### src/rtl/multi_port_mem_ctrl_if.sv
// Consumer-side request/response bundle for multi_port_mem_ctrl.
// Each per-port field is packed side by side, with port 0 in the low bits.
interface multi_port_mem_ctrl_if #(
   parameter int NUM_PORTS  = 2,
   parameter int ADDR_WIDTH = 32,
   parameter int DATA_WIDTH = 8
);
   logic [NUM_PORTS-1:0]            dispatch_read;
   logic [NUM_PORTS-1:0]            dispatch_write;
   logic [NUM_PORTS*ADDR_WIDTH-1:0] addr;
   logic [NUM_PORTS*DATA_WIDTH-1:0] write_data;
   logic [NUM_PORTS*DATA_WIDTH-1:0] read_data;
   logic [NUM_PORTS-1:0]            finished_op;

   modport master (
      output dispatch_read, dispatch_write, addr, write_data,
      input  read_data, finished_op
   );

   modport slave (
      input  dispatch_read, dispatch_write, addr, write_data,
      output read_data, finished_op
   );
endinterface

### src/rtl/multi_port_mem_ctrl.sv
// Round-robin arbiter that shares one RAM, one write-only frame buffer and one IO bus
// among NUM_PORTS consumers, serving one access at a time.
module multi_port_mem_ctrl #(
   parameter int                     NUM_PORTS   = 2,
   parameter int                     ADDR_WIDTH  = 32,
   parameter int                     DATA_WIDTH  = 8,
   parameter int                     RAM_LATENCY = 2,
   parameter logic [ADDR_WIDTH-9:0]  IO_PREFIX   = 24'hFFFFFF,
   parameter logic [ADDR_WIDTH-17:0] FB_PREFIX   = 16'h0000
) (
   input  logic                  clk_in,
   input  logic                  rst_in,
   multi_port_mem_ctrl_if.slave  cpu,
   output logic [15:0]           ram_addr,
   output logic [DATA_WIDTH-1:0] ram_din,
   output logic                  ram_we,
   input  logic [DATA_WIDTH-1:0] ram_dout,
   output logic [15:0]           fb_write_addr,
   output logic [DATA_WIDTH-1:0] fb_write_data,
   output logic                  fb_write_enable,
   output logic [7:0]            io_addr,
   output logic [DATA_WIDTH-1:0] io_wdata,
   output logic                  io_we,
   output logic                  io_re,
   input  logic [DATA_WIDTH-1:0] io_rdata,
   input  logic                  io_ready
);
   // state      | meaning
   // S_IDLE     | arbitrate; latch the granted port's request
   // S_ISSUE    | strobe RAM/FB writes, start RAM reads, route IO
   // S_WAIT_RAM | count down RAM_LATENCY, then capture ram_dout
   // S_WAIT_IO  | hold io_re/io_we until io_ready
   // S_DONE     | finished_op pulse for the granted port

   localparam int PTR_W = (NUM_PORTS > 1) ? $clog2(NUM_PORTS) : 1;
   localparam int CNT_W = 2;

   typedef enum logic [2:0] {
      S_IDLE,
      S_ISSUE,
      S_WAIT_RAM,
      S_WAIT_IO,
      S_DONE
   } state_t;

   state_t                        state_q, state_d;
   logic [PTR_W-1:0]              rr_ptr_q, rr_ptr_d;
   logic [PTR_W-1:0]              grant_q, grant_d;
   logic [ADDR_WIDTH-1:0]         addr_q, addr_d;
   logic [DATA_WIDTH-1:0]         wdata_q, wdata_d;
   logic                          we_q, we_d;
   logic [CNT_W-1:0]              cnt_q, cnt_d;
   logic [NUM_PORTS-1:0]          finished_op_q, finished_op_d;
   logic [NUM_PORTS*DATA_WIDTH-1:0] read_data_q, read_data_d;

   logic [NUM_PORTS-1:0]          req;
   logic                          gnt_valid;
   logic [PTR_W-1:0]              gnt_idx;
   logic                          is_io;
   logic                          is_fb;

   function automatic logic [PTR_W-1:0] wrap_add(input int base, input int off);
      int sum;
      sum = base + off;
      if (sum >= NUM_PORTS) sum = sum - NUM_PORTS;
      return PTR_W'(sum);
   endfunction

   // First requester at or above rr_ptr, wrapping; a read+write request counts once.
   always_comb begin
      req       = cpu.dispatch_read | cpu.dispatch_write;
      gnt_valid = 1'b0;
      gnt_idx   = '0;
      for (int i = 0; i < NUM_PORTS; i++) begin
         if (!gnt_valid && req[wrap_add(int'(rr_ptr_q), i)]) begin
            gnt_valid = 1'b1;
            gnt_idx   = wrap_add(int'(rr_ptr_q), i);
         end
      end
   end

   assign is_io = (addr_q[ADDR_WIDTH-1:8] == IO_PREFIX);
   assign is_fb = !is_io && (addr_q[ADDR_WIDTH-1:16] == FB_PREFIX);

   always_comb begin
      state_d       = state_q;
      rr_ptr_d      = rr_ptr_q;
      grant_d       = grant_q;
      addr_d        = addr_q;
      wdata_d       = wdata_q;
      we_d          = we_q;
      cnt_d         = cnt_q;
      finished_op_d = '0;
      read_data_d   = read_data_q;
      case (state_q)
         S_IDLE: begin
            if (gnt_valid) begin
               grant_d  = gnt_idx;
               rr_ptr_d = wrap_add(int'(gnt_idx), 1);
               addr_d   = cpu.addr[int'(gnt_idx)*ADDR_WIDTH +: ADDR_WIDTH];
               wdata_d  = cpu.write_data[int'(gnt_idx)*DATA_WIDTH +: DATA_WIDTH];
               we_d     = cpu.dispatch_write[gnt_idx];
               state_d  = S_ISSUE;
            end
         end
         S_ISSUE: begin
            if (is_io) begin
               state_d = S_WAIT_IO;
            end else if (is_fb || we_q) begin
               // Frame buffer is write-only, so its reads complete with zero.
               if (!we_q) read_data_d[int'(grant_q)*DATA_WIDTH +: DATA_WIDTH] = '0;
               finished_op_d[grant_q] = 1'b1;
               state_d                = S_DONE;
            end else begin
               cnt_d   = CNT_W'(RAM_LATENCY - 1);
               state_d = S_WAIT_RAM;
            end
         end
         S_WAIT_RAM: begin
            if (cnt_q == '0) begin
               read_data_d[int'(grant_q)*DATA_WIDTH +: DATA_WIDTH] = ram_dout;
               finished_op_d[grant_q] = 1'b1;
               state_d                = S_DONE;
            end else begin
               cnt_d = cnt_q - 1'b1;
            end
         end
         S_WAIT_IO: begin
            if (io_ready) begin
               if (!we_q) read_data_d[int'(grant_q)*DATA_WIDTH +: DATA_WIDTH] = io_rdata;
               finished_op_d[grant_q] = 1'b1;
               state_d                = S_DONE;
            end
         end
         S_DONE:  state_d = S_IDLE;
         default: state_d = S_IDLE;
      endcase
   end

   always_ff @(posedge clk_in or negedge rst_in) begin
      if (!rst_in) begin
         state_q       <= S_IDLE;
         rr_ptr_q      <= '0;
         grant_q       <= '0;
         addr_q        <= '0;
         wdata_q       <= '0;
         we_q          <= 1'b0;
         cnt_q         <= '0;
         finished_op_q <= '0;
         read_data_q   <= '0;
      end else begin
         state_q       <= state_d;
         rr_ptr_q      <= rr_ptr_d;
         grant_q       <= grant_d;
         addr_q        <= addr_d;
         wdata_q       <= wdata_d;
         we_q          <= we_d;
         cnt_q         <= cnt_d;
         finished_op_q <= finished_op_d;
         read_data_q   <= read_data_d;
      end
   end

   // Strobes decode from registered state only, so reset clears them immediately.
   assign ram_addr        = addr_q[15:0];
   assign ram_din         = wdata_q;
   assign ram_we          = (state_q == S_ISSUE) && !is_io && !is_fb && we_q;
   assign fb_write_addr   = addr_q[15:0];
   assign fb_write_data   = wdata_q;
   assign fb_write_enable = (state_q == S_ISSUE) && is_fb && we_q;
   assign io_addr         = addr_q[7:0];
   assign io_wdata        = wdata_q;
   assign io_we           = (state_q == S_WAIT_IO) && we_q;
   assign io_re           = (state_q == S_WAIT_IO) && !we_q;

   assign cpu.finished_op = finished_op_q;
   assign cpu.read_data   = read_data_q;
endmodule

### src/flat_wrapper.sv
// flat-port wrapper written by rule: the top's interface ports become plain ports
module multi_port_mem_ctrl_flat 
#(
   parameter int                     NUM_PORTS   = 2,
   parameter int                     ADDR_WIDTH  = 32,
   parameter int                     DATA_WIDTH  = 8,
   parameter int                     RAM_LATENCY = 2,
   parameter logic [ADDR_WIDTH-9:0]  IO_PREFIX   = 24'hFFFFFF,
   parameter logic [ADDR_WIDTH-17:0] FB_PREFIX   = 16'h0000
)
  (clk_in, rst_in, ram_addr, ram_din, ram_we, ram_dout, fb_write_addr, fb_write_data, fb_write_enable, io_addr, io_wdata, io_we, io_re, io_rdata, io_ready, cpu_dispatch_read, cpu_dispatch_write, cpu_addr, cpu_write_data, cpu_read_data, cpu_finished_op);
  multi_port_mem_ctrl_if #(.NUM_PORTS(NUM_PORTS), .ADDR_WIDTH(ADDR_WIDTH), .DATA_WIDTH(DATA_WIDTH)) cpu_i ();
  input  logic clk_in;
  input  logic rst_in;
  output logic [15:0] ram_addr;
  output logic [DATA_WIDTH-1:0] ram_din;
  output logic ram_we;
  input  logic [DATA_WIDTH-1:0] ram_dout;
  output logic [15:0] fb_write_addr;
  output logic [DATA_WIDTH-1:0] fb_write_data;
  output logic fb_write_enable;
  output logic [7:0] io_addr;
  output logic [DATA_WIDTH-1:0] io_wdata;
  output logic io_we;
  output logic io_re;
  input  logic [DATA_WIDTH-1:0] io_rdata;
  input  logic io_ready;
  input wire logic [$bits(cpu_i.dispatch_read)-1:0] cpu_dispatch_read;
  input wire logic [$bits(cpu_i.dispatch_write)-1:0] cpu_dispatch_write;
  input wire logic [$bits(cpu_i.addr)-1:0] cpu_addr;
  input wire logic [$bits(cpu_i.write_data)-1:0] cpu_write_data;
  output wire logic [$bits(cpu_i.read_data)-1:0] cpu_read_data;
  output wire logic [$bits(cpu_i.finished_op)-1:0] cpu_finished_op;
  assign cpu_i.dispatch_read = cpu_dispatch_read;
  assign cpu_i.dispatch_write = cpu_dispatch_write;
  assign cpu_i.addr = cpu_addr;
  assign cpu_i.write_data = cpu_write_data;
  assign cpu_read_data = cpu_i.read_data;
  assign cpu_finished_op = cpu_i.finished_op;
  multi_port_mem_ctrl #(.NUM_PORTS(NUM_PORTS), .ADDR_WIDTH(ADDR_WIDTH), .DATA_WIDTH(DATA_WIDTH), .RAM_LATENCY(RAM_LATENCY), .IO_PREFIX(IO_PREFIX), .FB_PREFIX(FB_PREFIX)) u_core (.clk_in(clk_in), .rst_in(rst_in), .cpu(cpu_i), .ram_addr(ram_addr), .ram_din(ram_din), .ram_we(ram_we), .ram_dout(ram_dout), .fb_write_addr(fb_write_addr), .fb_write_data(fb_write_data), .fb_write_enable(fb_write_enable), .io_addr(io_addr), .io_wdata(io_wdata), .io_we(io_we), .io_re(io_re), .io_rdata(io_rdata), .io_ready(io_ready));
endmodule
### config.mk
export PLATFORM = sky130hd
export DESIGN_NAME = multi_port_mem_ctrl_flat
export DESIGN_NICKNAME = d
export VERILOG_FILES = /design/src/rtl/multi_port_mem_ctrl_if.sv /design/src/rtl/multi_port_mem_ctrl.sv /design/src/flat_wrapper.sv
export SDC_FILE = /design/constraint.sdc
export NUM_CORES = 1
export LEC_CHECK = 0
export CELL_PAD_IN_SITES_DETAIL_PLACEMENT = 2
export CELL_PAD_IN_SITES_GLOBAL_PLACEMENT = 2
export CORE_MARGIN = 1.5
export CORE_UTILIZATION = 25
export CTS_CLUSTER_SIZE = 28
export DETAILED_ROUTE_END_ITERATION = 10
export GPL_ROUTABILITY_DRIVEN = 0
export PLACE_DENSITY_LB_ADDON = 0.1
export SETUP_SLACK_MARGIN = 0.5
export SLEW_MARGIN = 20
export SYNTH_ARGS = -nofsm -noshare
export SYNTH_HDL_FRONTEND = slang
export SYNTH_SLANG_ARGS = --single-unit
export TNS_END_PERCENT = 1
### constraint.sdc
create_clock -name clk_in -period 4 [get_ports clk_in]
set_input_delay 0.8 -clock clk_in [delete_from_list [all_inputs] [get_ports clk_in]]
set_output_delay 0.8 -clock clk_in [all_outputs]
set_load 0.05 [all_outputs]
---- Word level (Yosys, flattened, before mapping) ----
Cells that the tools add are included.
word-level totals
  flip-flop bits (word level) ............. 66
  bits of input ports ..................... 103
  output and inout port bits .............. 86
operators by class
  add/subtract/negate cells ............... 7
  $lt $le $gt $ge ......................... 8
  equality and inequality tests ........... 13
  shift operators ......................... 6
  muxes and demuxes ....................... 40
  bitwise operators ....................... 1
  reductions and logical operators ........ 24
operators by type and width
  kind                                                                           number
  16-bit two-way mux                                                             6
  8-bit by 33-bit variable part select with 16-bit output                        2
  64-bit by 7-bit variable part select with 32-bit output                        1
  16-bit bitwise mux                                                             3
  16-bit case mux with 3 select lines                                            1
  4-bit negator with 33-bit output                                               1
  8-bit by 33-bit variable shift with 16-bit output, first input constant        1
  8-bit by 33-bit variable part select with 16-bit output, first input constant  1
  24-bit equality test, second input constant                                    1
  16-bit logical NOT                                                             1
  16-bit by 5-bit variable part select with 8-bit output                         1
  3-bit two-way mux                                                              5
  1-bit two-way mux                                                              14
  2-bit two-way mux                                                              7
  2-bit != test, second input constant                                           6
  3-bit case mux with 4 select lines                                             1
  1-bit logical AND                                                              10
  1-bit by 2-bit less-than comparator with 1-bit output, second input constant   4
  7-bit AND reduction                                                            1
  3-bit by 2-bit equality test with 1-bit output, second input constant          2
  2-bit by 1-bit != test with 1-bit output, second input constant                3
  2-bit case mux with 3 select lines                                             1
  1-bit by 1-bit adder with 2-bit output, second input constant                  2
  2-bit >= comparator, second input constant                                     2
  other kinds (17)                                                               22

---- Depth between registers and ports, before layout ----
  depth after elaboration ................. 11
  mapped depth ............................ 8

---- Worst setup path before layout ----
OpenSTA, ideal clock, no wires.
  path kind ............................... flip-flop to output port
  start point ............................. reg u_core.state_q[1]
  end point ............................... out ram_we
  arrival time ............................ 2223 ps
  setup slack ............................. 977 ps
  cell stages (with the launch flop) ...... 5
  path buffers ............................ 1
  cell sequence ........................... dfrtp_1 buf_2 or3b_4 a21oi_1 nor3b_1
on the way
  cells in the longest elaborated chain, start to end .. 4
RTL lines
  what                                            line                        text
  from (decl)                                     multi_port_mem_ctrl.sv:46   state_t state_q, state_d;
  from (signal assigned)                          multi_port_mem_ctrl.sv:152  state_q <= state_d;
  3-bit by 1-bit equality test with 1-bit output  multi_port_mem_ctrl.sv:167  assign ram_we = (state_q == S_ISSUE) && !is_io && !is_fb && we_q;
  1-bit logical AND (3 in series)                 multi_port_mem_ctrl.sv:167
  to (decl)                                       flat_wrapper.sv:17          output logic ram_we;
No other way between the ends.

---- Worst setup path in the final report ----
Same ends and word-level chain as after synthesis.

==> flow_metrics.env <==
export IMPL_synth_top_cell_by_area="dfrtp_1"
export IMPL_wl_met1_um=4560
export IMPL_hold_end="u_core.cpu.read_data[11]"
export IMPL_seq_area_um2=1650
export IMPL_seq_area_frac_synth=0.453
export IMPL_cts_tree="built"
export IMPL_r2r_end="u_core.cpu.read_data[1]"
export IMPL_port_buffers=188
export IMPL_via_per_inst=4.51
export IMPL_core_area_um2=14000
export IMPL_cts_buffers_inserted=9
export IMPL_stdcell_count=670
export IMPL_p_switching_uw=2790
export IMPL_final_cell_mix="clkdlybuf4s50_1, dfrtp_1, mux2i_1, nand2_1, o21ai_0"
export IMPL_finalHoldWorstSlack_ns=0.502
export IMPL_wl_per_cell_um=16.7
export IMPL_grt_usage=0.150
export IMPL_run_status="completed"
export IMPL_cts_sinks=66
export IMPL_slew_viol_final=0
export IMPL_post_place_cells=654
export IMPL_hpwlAfterDp_um=8630
export IMPL_r2r_start="u_core.addr_q[28]"
export IMPL_cp_max_fo=9
export IMPL_grt_pass1_vias=3441
export IMPL_die_x_um=124
export IMPL_total_power_uw=5470
export IMPL_drc=0
export IMPL_synth_fp_nets=460
export IMPL_power_density_nw_per_um2=977
export IMPL_htree_levels=3
export IMPL_p_comb_frac=0.617
export IMPL_overflow=0
export IMPL_clkLatencyLatePin_ns=0.33
export IMPL_final_common_cell="clkdlybuf4s50_1"
export IMPL_worst_pin_slew_ns=0.878
export IMPL_grt_antenna_before_repair=0
export IMPL_max_slew_margin=0.415
export IMPL_antenna_cells=0
export IMPL_initial_core_util=0.260
export IMPL_pwr_share_seq=0.236
export IMPL_nFillCells=1482
export IMPL_crit_type="register to output port"
export IMPL_top_layer="met4"
export IMPL_clock_power_share=0.148
export IMPL_synth_distinct_cells=37
export IMPL_irDropWorstVdd_v=0.000411
export IMPL_cts_buffer_depth=2
export IMPL_hold_depth=1
export IMPL_drive_gt1_frac=0.0939
export IMPL_wl_met2_um=5740
export IMPL_power_switching_share=0.510
export IMPL_fin_skew_ns=0.00995
export IMPL_arrival_ns=2.57
export IMPL_reg2reg_depth=5
export IMPL_grt_max_degree=67
export IMPL_final_nets=589
export IMPL_worst_r2r_setup_slack_ns=1.66
export IMPL_finalCritPeriodShare=0.843
export IMPL_hold_viol_final=0
export IMPL_path_clk_slew_ns=0.06
export IMPL_min_path_type="register to register"
export IMPL_endpoint_kind="output port"
export IMPL_syn_inst=356
export IMPL_drtIter0Drc=106
export IMPL_worst_setup_path_start_kind="register"
export IMPL_rows=43
export IMPL_cts_hold_buffers_added=0
export IMPL_ys_warn_count=0
export IMPL_vias=3025
export IMPL_p_int_uw=2680
export IMPL_p_leak_uw=0.00243
export IMPL_multiInputGateArea_um2=1480
export IMPL_drt_pass1_iter_count=4
export IMPL_max_cap_violations=0
export IMPL_ctsResizeCount=0
export IMPL_cts_root_buf="clkbuf_16"
export IMPL_grt_pass1_wl_um=17600
export IMPL_ios=189
export IMPL_wl_um=11200
export IMPL_synth_area_top_cells="dfrtp_1, mux2i_1, buf_4"
export IMPL_post_cts_buffers=0
export IMPL_postLayoutCoreUtil=0.399
export IMPL_synth_area_um2=3650
export IMPL_worstPathRequired_ns=3.20
export IMPL_design_die_area_um2=15300
export IMPL_hp_start="u_core.cpu.read_data[11]"
export IMPL_tns_ns=0
export IMPL_fmax_mhz=297
export IMPL_drtAntennaViolNets=0
export IMPL_fp_dieH_um=124
export IMPL_rsz0062_at_grt="no"
export IMPL_dr_wl_met3_um=751
export IMPL_yosysTopAreaCellShare=0.453
export IMPL_synth_area_per_cell_um2=10.2
export IMPL_period_needed_ns=3.37
export IMPL_synth_seq_cells=66
export IMPL_finalSetupViolCount=0
export IMPL_syn_to_final_growth_pct=53.7
## state kept, by name, summed over array words and instances (netlist names)
name and count:
u_core.cnt_q 2, u_core.cpu.read_data 16, u_core.grant_q 1, u_core.addr_q 32
u_core.rr_ptr_q 1, u_core.fb_write_data 8, u_core.state_q 3, u_core.we_q 1
u_core.cpu.finished_op 2
## power groups by stage
stage | Sequential [uW] | Clock [uW] | Combinational (uW)
2_1_floorplan | 1610 | 0 | 2300
3_3_place_gp | 1290 | 0 | 3360
3_5_place_dp | 1310 | 0 | 3420
4_1_cts | 1300 | 830 | 3430
5_1_grt | 1350 | 859 | 3590
6_report | 1290 | 809 | 3380
## worst max path at each step
stage                          start                       to  slack (ns)  cells after the start
6_report           u_core.state_q[1]                   ram_we        0.63                      4
5_1_grt            u_core.state_q[1]                   ram_we        0.51                      4
4_1_cts            u_core.state_q[1]                   ram_we        0.61                      4
3_5_place_dp   cpu_dispatch_write[1]  u_core.fb_write_data[6]        0.82                      5
3_3_place_gp   cpu_dispatch_write[1]        u_core.addr_q[10]        0.93                      6
2_1_floorplan      u_core.state_q[1]                   ram_we        0.98                      4
## worst max-delay path: stages (launching register included)
cell             delay (ns)
dfrtp_1                0.47
or3b_4                 0.42
a21oi_1                0.24
nor3b_1                0.27
clkdlybuf4s50_1        0.84
## final cells by class
type / instances / area share
clock buffer: 12 / 0.0458
clock inverter: 4 / 0.00893
inverter: 7 / 0.00469
multi-input combinational: 208 / 0.264
sequential: 66 / 0.295
tap: 180 / 0.0402
timing repair buffer: 193 / 0.342
## cells by family (layout without fill, tap and decap cells)
family                   count (synthesis)  in the layout  share of synthesized area
adder cells (fa/ha/maj)                  1              1                    0.00343
AND/OR/NAND/NOR                         86             86                      0.118
buffers and inverters                   82            216                      0.146
AO/OA/AOI/OAI                           54             54                     0.0820
multiplexers                            67             67                      0.198
flip-flops                              66             66                      0.453
## per-stage QoR
step | setup slack, ns | cell area [um^2]
floorplan | 0.977 | 3650
global placement | 0.933 | 5300
detailed placement | 0.815 | 5300
CTS | 0.608 | 5600
global route | 0.510 | 5600
finish | 0.630 | 5600
## synth_stat cells
library cell  instances
nand3_2               1
nand2_1              44
buf_6                 1
dfrtp_1              66
o21ai_0              43
nand4_1               6
mux2_4                8
nand3b_1              1
a21o_1                1
nor2b_1               2
a211o_1               1
mux2i_1              50
and3_1                1
mux2_2                9
a32oi_1               2
and3b_1               1
or3b_4                1
buf_2                 2
inv_1                 7
nor3_1                3
o22ai_1               1
or4_1                 1
buf_4                57
a2bb2oi_2             1
a22o_1                1
and4_1                1
nor3_2                1
ha_1                  1
or2_2                 1
nor4_4                1
nand2b_1              1
nor2_1               13
nor4_1                5
a21oi_1               4
buf_1                 3
clkbuf_1             12
nor3b_1               2
## per-layer routing
layer / track usage / up-vias
li1: - / 1426
met1: 0.178 / 1486
met2: 0.269 / 105
met3: 0.0366 / 8
met4: 0.0431 / 0
met5: 0 / -
Power figures use the tool's default switching activity.
